[config.mk]
export PLATFORM = sky130hd
export DESIGN_NAME = fft_unload_8bit_flat
export DESIGN_NICKNAME = d
export VERILOG_FILES = /design/src/rtl/fft_unload_8bit_if.sv /design/src/rtl/fft_unload_8bit.sv /design/src/flat_wrapper.sv
export SDC_FILE = /design/constraint.sdc
export NUM_CORES = 1
export LEC_CHECK = 0
export ABC_AREA = 1
export BUFFER_PORTS_ARGS = -buffer_cell sky130_fd_sc_hd__buf_2
export CAP_MARGIN = 5
export CORE_MARGIN = 1
export CORE_UTILIZATION = 45
export CTS_CLUSTER_DIAMETER = 30
export DETAILED_ROUTE_END_ITERATION = 16
export PLACE_DENSITY = 0.78
export SLEW_MARGIN = 20
export SYNTH_ARGS = -nofsm -noshare
export SYNTH_HDL_FRONTEND = slang
export SYNTH_SLANG_ARGS = --single-unit
[constraint.sdc]
create_clock -name clk -period 1.36 [get_ports clk]
set_input_delay 0.136 -clock clk [delete_from_list [all_inputs] [get_ports clk]]
set_output_delay 0.136 -clock clk [all_outputs]
set_load 0.03 [all_outputs]
[src/rtl/fft_unload_8bit_if.sv]
// Handshake and data bundle between the FFT core outputs, the unloader and the serial sink.
// The DUT side uses the slave modport and the driving environment uses the master modport.
interface fft_unload_8bit_if #(
   parameter int WIDTH = 8
);
   logic             load;
   logic [WIDTH-1:0] in_0, in_1, in_2, in_3, in_4, in_5, in_6, in_7;
   logic [WIDTH-1:0] out_data;
   logic             out_valid;
   logic             out_ready;
   logic [2:0]       out_index;
   logic             out_last;
   logic             busy;

   modport slave (
      input  load, in_0, in_1, in_2, in_3, in_4, in_5, in_6, in_7, out_ready,
      output out_data, out_valid, out_index, out_last, busy
   );

   modport master (
      output load, in_0, in_1, in_2, in_3, in_4, in_5, in_6, in_7, out_ready,
      input  out_data, out_valid, out_index, out_last, busy
   );
endinterface

[src/rtl/fft_unload_8bit.sv]
// Parallel-in, serial-out unloader: captures eight FFT results at once and streams them
// over valid/ready. Optional bit-reversed read order restores natural frequency order.
module fft_unload_8bit #(
   parameter int WIDTH  = 8,
   parameter bit BITREV = 1'b0
) (
   input  logic               clk,
   input  logic               reset,
   fft_unload_8bit_if.slave   bus
);
   typedef enum logic {IDLE, SEND} state_e;

   state_e           state_q, state_d;
   logic [2:0]       idx_q, idx_d;
   logic [WIDTH-1:0] mem_q [8];
   logic [WIDTH-1:0] mem_d [8];
   logic [WIDTH-1:0] in_w  [8];
   logic [2:0]       slot;
   logic             sending;
   logic             xfer;

   always_comb begin
      in_w[0] = bus.in_0;
      in_w[1] = bus.in_1;
      in_w[2] = bus.in_2;
      in_w[3] = bus.in_3;
      in_w[4] = bus.in_4;
      in_w[5] = bus.in_5;
      in_w[6] = bus.in_6;
      in_w[7] = bus.in_7;
   end

   // The beat counter walks the stream; slot maps a beat onto the buffer register it reads.
   assign slot    = BITREV ? {idx_q[0], idx_q[1], idx_q[2]} : idx_q;
   assign sending = (state_q == SEND);
   assign xfer    = sending && bus.out_ready;

   always_comb begin
      // NOTE: every signal gets its hold value first so no path through the case infers a latch.
      state_d = state_q;
      idx_d   = idx_q;
      mem_d   = mem_q;
      case (state_q)
         IDLE: begin
            if (bus.load) begin
               mem_d   = in_w;
               idx_d   = 3'd0;
               state_d = SEND;
            end
         end
         SEND: begin
            if (xfer) begin
               if (idx_q == 3'd7) begin
                  idx_d   = 3'd0;
                  state_d = IDLE;
               end else begin
                  idx_d = idx_q + 3'd1;
               end
            end
         end
         default: state_d = IDLE;
      endcase
   end

   always_ff @(posedge clk) begin
      if (reset) begin
         state_q <= IDLE;
         idx_q   <= 3'd0;
         // NOTE: the buffer is cleared on reset so a discarded frame can never leak out later.
         for (int k = 0; k < 8; k++) mem_q[k] <= '0;
      end else begin
         // NOTE: state registers use non-blocking assignments so all of them update together.
         state_q <= state_d;
         idx_q   <= idx_d;
         mem_q   <= mem_d;
      end
   end

   // Outputs depend on registered state only; nothing from out_ready or load reaches them.
   assign bus.out_valid = sending;
   assign bus.busy      = sending;
   assign bus.out_data  = sending ? mem_q[slot] : '0;
   assign bus.out_index = idx_q;
   assign bus.out_last  = sending && (idx_q == 3'd7);
endmodule

[src/flat_wrapper.sv]
// flat-port wrapper written by rule: the top's interface ports become plain ports
module fft_unload_8bit_flat 
#(
   parameter int WIDTH  = 8,
   parameter bit BITREV = 1'b0
)
  (clk, reset, bus_load, bus_in_0, bus_in_1, bus_in_2, bus_in_3, bus_in_4, bus_in_5, bus_in_6, bus_in_7, bus_out_ready, bus_out_data, bus_out_valid, bus_out_index, bus_out_last, bus_busy);
  fft_unload_8bit_if #(.WIDTH(WIDTH)) bus_i ();
  input  logic clk;
  input  logic reset;
  input wire logic [$bits(bus_i.load)-1:0] bus_load;
  input wire logic [$bits(bus_i.in_0)-1:0] bus_in_0;
  input wire logic [$bits(bus_i.in_1)-1:0] bus_in_1;
  input wire logic [$bits(bus_i.in_2)-1:0] bus_in_2;
  input wire logic [$bits(bus_i.in_3)-1:0] bus_in_3;
  input wire logic [$bits(bus_i.in_4)-1:0] bus_in_4;
  input wire logic [$bits(bus_i.in_5)-1:0] bus_in_5;
  input wire logic [$bits(bus_i.in_6)-1:0] bus_in_6;
  input wire logic [$bits(bus_i.in_7)-1:0] bus_in_7;
  input wire logic [$bits(bus_i.out_ready)-1:0] bus_out_ready;
  output wire logic [$bits(bus_i.out_data)-1:0] bus_out_data;
  output wire logic [$bits(bus_i.out_valid)-1:0] bus_out_valid;
  output wire logic [$bits(bus_i.out_index)-1:0] bus_out_index;
  output wire logic [$bits(bus_i.out_last)-1:0] bus_out_last;
  output wire logic [$bits(bus_i.busy)-1:0] bus_busy;
  assign bus_i.load = bus_load;
  assign bus_i.in_0 = bus_in_0;
  assign bus_i.in_1 = bus_in_1;
  assign bus_i.in_2 = bus_in_2;
  assign bus_i.in_3 = bus_in_3;
  assign bus_i.in_4 = bus_in_4;
  assign bus_i.in_5 = bus_in_5;
  assign bus_i.in_6 = bus_in_6;
  assign bus_i.in_7 = bus_in_7;
  assign bus_i.out_ready = bus_out_ready;
  assign bus_out_data = bus_i.out_data;
  assign bus_out_valid = bus_i.out_valid;
  assign bus_out_index = bus_i.out_index;
  assign bus_out_last = bus_i.out_last;
  assign bus_busy = bus_i.busy;
  fft_unload_8bit #(.WIDTH(WIDTH), .BITREV(BITREV)) u_core (.clk(clk), .reset(reset), .bus(bus_i));
endmodule
==> impl_metrics.toml, run 1 <==
[placed_design]
place.gp.congestion = 0.816
dp_cells = 613
port_buffers = 81
dp_hpwl_um = 5720

[setup_path]
slowest_delay_ns = 0.41
critPathMaxFanout = 6
required_ns = 1.22
path_delay_family = "simple AND/OR/NAND/NOR gates"
crit_start = "u_core.bus.out_index[0]"
critPathBufInv = 3
worst_path_max_delay_cell = "dfxtp_4"
crit_path_end_kind = "output pin"
arrival_ns = 1.54
crit_chain = "inv_8 > clkbuf_16 > nand2_4 > nand3_2 > nand3_2 > nand2_2 > nor2_4 > buf_6"
regToRegSetupSlack_ns = 0.10
r2r_start = "u_core.bus.out_index[0]"
rr_worst_depth = 7
worst-setup-path-type = "reg -> out"
reg2reg_to = "u_core.bus.out_index[0]"
critPathLaunchType = "flop"
worst_path_most_repeated_cell = "nand3_2"

[final_layout]
stdcell_count = 632
nNetsFinal = 602
syn_to_final_growth_pct = 33.3
antennaDiodeCount = 0
fin_util_pct = 62.5
drive_above_1_share_pct = 34.9

[grt]
antenna_found_initial = 0
grt_pass1_vias = 2981
grt_max_degree = 73
overflow = 0
grt_pass1_wl_um = 13400
grt_util_all_layers_pct = 23.2

[timing]
max_freq_ghz = 0.597
layout_min_cycle_time_ns = 1.68
fin_ws_ns = -0.316
timing_hold_violations_final = 0
final.setup_skew_ns = 0.00627
finalCritPeriodShare_pct = 123
grt_setup_unrepaired = "yes"
setup_violations = 9
tns_ns = -2.34
slew_viol_final = 0
tightest_slew_ns = 0.343
relSlewSlack_pct = 77.2

[die]
die_x_um = 86.4
rows = 30
start_util_pct = 46.9
io_pins = 82
core_um2 = 6830
die-area_um2 = 7460
die_y_um = 86.4

[routing]
drc = 0
routedWlPerCell_um = 13.4
antenna_left = 0
drt_iter0_drc = 150
num_vias = 3218
post_drt_via_cell_ratio = 5.09
firstDrtPassIters = 4
detail_route.wirelength_um = 8460

[min_path]
worstHoldStart = "reset"
whs_path_depth = 2
min_to = "u_core.bus.out_index[1]"
hold_path_class = "in -> reg"

[logic_synthesis]
synth_seq_cells = 68
synth_common_cells = "nand2_1 (86), dfxtp_1 (68), a21oi_1 (67), inv_1 (67), o21ai_1 (56)"
synth-edff-count = 0
syn_area_per_cell_um2 = 7.02
ys.flop_type = "dfxtp_1"
synthCells = 456
synth_fp_nets = 526
netlist_area_um2 = 3200
yosys_warnings = 0
synth.distinct_cells = 15
post-synth-top-count-cell = "nand2_1"
yosys-top-cells-area = "dfxtp_1 (43%), a21oi_1 (10%), nand2_1 (10%)"
async_reset_ff_share_pct = 0
synth_area_leader_cell = "dfxtp_1"
synth_seq_area_share_pct = 42.5
netlist.area_leader.share_pct = 42.5

[cts]
path_clk_slew_ns = 0.07
cts_root_buffer = "clkbuf_8"
clockBufferDepth = 2
cts_tree = "built"
clk_latency_ns = 0.34
cts_buffers = 9
htree_levels = 3
cts_sinks = 68

[pwr]
p_per_area_nw_per_um2 = 1090
peakVddDrop_mv = 0.542
total_power_mw = 4.63
power_leakage_nw = 1.90

[run_status]
status = "finished with violations"
violations = "negative setup slack"

[flow_run]
cap_violations = 0
==> placed cells by master (no fill, tap or decap) <==
cell	count
nand2_1	61
o21ai_1	56
clkbuf_1	2
nand3_1	17
ha_4	2
nor2_1	3
inv_1	67
clkbuf_16	1
buf_12	6
nor2_2	9
nor2_4	9
clkinv_2	3
buf_6	12
dfxtp_2	1
dfxtp_4	1
inv_4	1
buf_4	8
o21ai_0	10
buf_2	72
inv_8	1
nand2_4	4
buf_16	1
nand2_2	21
a21oi_1	67
clkbuf_8	11
dfxtp_1	66
inv_2	1
nand3_2	23
==> state kept, by name, summed over array words and instances (netlist names) <==
register              cells
u_core.bus.out_index      3
u_core.bus.busy           1
u_core.mem_q             64
==> area by class of cell <==
class | instances | area [um2]
Clock buffer | 13 | 159
Clock inverter | 2 | 10.0
Fill cell | 609 | 2560
Inverter | 71 | 278
Multi-Input combinational cell | 282 | 1610
Sequential cell | 68 | 1370
Tap cell | 96 | 120
Timing Repair Buffer | 100 | 728
==> routing by layer <==
| layer | global-route usage, % | vias to the layer above | part of all wire (%) |
|---|---|---|---|
| met2 | 37.6 | 110 | 47 |
| met3 | 5.05 | 30 | 6.1 |
| met1 | 29.0 | 1468 | 43 |
| li1 | - | 1610 | - |
| met4 | 11.8 | 0 | 3.7 |
| met5 | 0 | - | 0 |
==> timing repair <==
action	4_1_cts	5_1_grt
endpoints found under the hold margin	0	0
resized for setup	50	43
hold buffers	0	0
pin swaps	5	20
endpoints found under the setup margin	9	11
buffers inserted	2	1
gates cloned	1	1
==> worst max-delay path by stage <==
stage,cells past startpoint,endpoint,slack [ns]
5_1_grt,8,bus_out_data[2],-0.37
2_1_floorplan,8,bus_out_data[6],0.02
3_3_place_gp,8,bus_out_data[4],0.02
6_report,8,bus_out_data[2],-0.32
4_1_cts,8,bus_out_data[4],-0.25
3_5_place_dp,8,bus_out_data[4],0.02
==> cell families (layout without fill, tap and decap cells) <==
logic type / Yosys count / count (layout) / synth area share, %
AO/OA/AOI/OAI: 133 / 133 / 20.8
adder cells (fa/ha/maj): 2 / 2 / 0.781
buffers and inverters: 106 / 186 / 17.0
AND/OR/NAND/NOR: 147 / 147 / 18.9
flip-flops: 68 / 68 / 42.5
==> report_power, final <==
part | leakage [nW] | internal [mW] | total [mW] | switching (mW)
Combinational | 1.24 | 0.394 | 0.982 | 0.589
Clock | 0.0893 | 0.747 | 1.46 | 0.714
Sequential | 0.564 | 2.14 | 2.19 | 0.0447
==> metrics by stage <==
stage	area (um2)	worst slack, ns	hold slack [ns]
floorplan	3270	0.0160	0.198
global placement	3700	0.0232	0.370
detailed placement	3700	0.0210	0.376
CTS	4070	-0.254	0.0156
global route	4270	-0.371	0.0289
finish	4270	-0.316	0.0345
==> worst register-to-register path, stage by stage, from the launching register on <==
cell and delay [ns]:
dfxtp_4 0.38, buf_6 0.14, ha_4 0.16, ha_4 0.15, buf_4 0.13, nor2_2 0.09
nor2_1 0.05, nor2_1 0.09
Power figures use the tool's default switching activity.
==> run 2: changes to the inputs <==
Settings changed: ABC_AREA 1 to default.
Clock period 1.36 ns to 1.8 ns, I/O delays scaled along.
==> run 2 against run 1 <==
  * The run still ends with negative setup slack left
  * Total power fell by 27%
  * Synthesized cell count down 23%
  * Clock skew shrank 0.00053 ns
  * Largest cell class unchanged
==> impl_metrics.toml, run 2 <==
[placed_design]
placed_cell_area_um2 = 3410
dp_cells = 485
place.gp.congestion = 0.830
port_buffers = 81
dp_hpwl_um = 5320

[setup_path]
arrival_ns = 1.77
crit_path_end_kind = "output pin"
worst-setup-path-type = "reg -> out"
critPathMaxFanout = 5
critPathLaunchType = "flop"
required_ns = 1.62

[logic_synthesis]
synth.distinct_cells = 21
synth_common_cells = "nand2_1 (128), dfxtp_1 (68), a21oi_1 (64), buf_2 (17), mux2i_1 (17)"
synth_seq_area_share_pct = 45.7
synthMuxAreaShare_pct = 12.5
synth-xor-area-share_pct = 0
async_reset_ff_share_pct = 0
ys.flop_type = "dfxtp_1"
yosys-top-cells-area = "dfxtp_1 (46%), nand2_1 (16%), a21oi_1 (11%)"
synth_top_family_by_area = "simple AND/OR/NAND/NOR gates"
synth_area_leader_cell = "dfxtp_1"
netlist_area_um2 = 2980
synth_compound_area_share_pct = 16.6
post-synth-top-count-cell = "nand2_1"
syn_area_per_cell_um2 = 8.53
synth_fp_nets = 419
netlist.area_leader.share_pct = 45.7
yosys_warnings = 0
synthCells = 349
synthAdderAreaFrac_pct = 0.840
synth-edff-count = 0
synthSimpleGateAreaFrac_pct = 17.8
synth_seq_cells = 68

[pwr]
p_per_area_nw_per_um2 = 898
peakVddDrop_mv = 0.661
power_leakage_nw = 1.61

[cts]
clk_latency_ns = 0.35
cts_buffers = 9
path_clk_slew_ns = 0.07
cts_hold_buf = 0
cts_sinks = 68
cts_root_buffer = "clkbuf_8"
htree_levels = 3
clockBufferDepth = 2
cts_tree = "built"

[timing]
grt_setup_unrepaired = "yes"
fin_ws_ns = -0.148
slew_viol_final = 0
final.setup_skew_ns = 0.00574
hold_slack_ns = 0.0597
relSlewSlack_pct = 70.7
setup_violations = 8
finalCritPeriodShare_pct = 108
layout_min_cycle_time_ns = 1.95
tightest_slew_ns = 0.440
max_freq_ghz = 0.513
timing_hold_violations_final = 0

[final_layout]
stdcell_count = 506
syn_to_final_growth_pct = 27.4
layout_common_cells = "nand2_1 (128), buf_2 (72), dfxtp_1 (66)"
largest_register_ff_count = 64
drive_above_1_share_pct = 29.8
regArea_um2 = 1370
multi_input_area_um2 = 1450
fin_area_um2 = 3790
top_register = "u_core.mem_q"
mostFrequentLayoutCell = "nand2_1"
nFillCells = 569
antennaDiodeCount = 0
nNetsFinal = 494

[grt]
grt_pass1_wl_um = 12100
antenna_found_initial = 0
grt_util_all_layers_pct = 22.5
grt_pass1_vias = 2533
grt_max_degree = 65
overflow = 0

[routing]
firstDrtPassIters = 5
post_drt_via_cell_ratio = 5.34
drc = 0
antenna_left = 0
drt_iter0_drc = 165
detail_route.wirelength_um = 7530
num_vias = 2703
routedWlPerCell_um = 14.9

[die]
rows = 29
start_util_pct = 46.6
die_x_um = 83.3
die_y_um = 83.3
io_pins = 82
core_um2 = 6390
die-area_um2 = 6950

[min_path]
hold_path_class = "in -> reg"

[run_status]
status = "finished with violations"
violations = "negative setup slack"

[flow_run]
cap_violations = 0
[run 2: changes by cell type after synthesis, moves of 15 or more]
cell     previous run  this run
inv_1              67         0
nand2_1            86       128
o21ai_1            56         0
nor2_1             20         5
nand3_1            40         0
mux2i_1             0        17
[run 2: cell families after synthesis]
kind of cell,Yosys count
flip-flops,68
AND/OR/NAND/NOR,138
adder cells (fa/ha/maj),2
multiplexers,25
AO/OA/AOI/OAI,84
buffers and inverters,32
[run 2: final cells by class]
cell class	count	share of cell area, %
Clock buffer	11	3.73
Clock inverter	5	1.98
Multi-Input combinational cell	249	38.1
Sequential cell	68	36.0
Tap cell	77	2.54
Timing Repair Buffer	96	17.6
[run 2: per-layer routing]
metal | track usage, % | vias to the layer above | wire, um
met1 | 29.1 | 1272 | 3400
met5 | 0 | - | 0
met3 | 7.06 | 13 | 452
met4 | 8.15 | 0 | 149
met2 | 35.2 | 87 | 3520
li1 | - | 1331 | -
[run 2: power breakdown]
group / switching, mW / internal [mW]
Sequential: 0.0573 / 1.59
Combinational: 0.215 / 0.178
Clock: 0.556 / 0.810
[run 2: stage by stage]
| stage | power (mW) | setup WS, ns | TNS, ns | util, % |
|---|---|---|---|---|
| 2_1_floorplan | 1.90 | 0.0538 | 0 | - |
| 3_5_place_dp | 2.05 | 0.100 | 0 | 53.4 |
| 6_report | 3.40 | -0.148 | -0.921 | 59.4 |
| 5_1_grt | 3.55 | -0.186 | -1.25 | 59.4 |
| 4_1_cts | 3.42 | -0.163 | -0.982 | 59.3 |
| 3_3_place_gp | 2.04 | 0.123 | 0 | 53.4 |
[run 2: critical path: stages (launching register included)]
cell,delay [ns]
dfxtp_4,0.39
buf_12,0.13
mux4_2,0.49
o211a_1,0.26
buf_6,0.15
[run 2: repair_timing]
action,in CTS,in global routing
endpoints found under the setup margin,9,9
buffers inserted,3,0
cloned,2,0
endpoints found under the hold margin,0,0
pin swaps,8,5
resized for setup,38,2
[run 2: path summary, 6_finish.rpt]
path,startpoint,end,slack (ns),cells after the start
worst max-delay path,u_core.bus.out_index[1],bus_out_data[5],-0.15,4
worst min-delay path,bus_in_6[1],u_core.mem_q[9],0.06,3
worst max register to register,u_core.bus.out_index[1],u_core.bus.out_index[0],0.33,8
worst min register to register,u_core.mem_q[30],u_core.mem_q[30],0.46,2
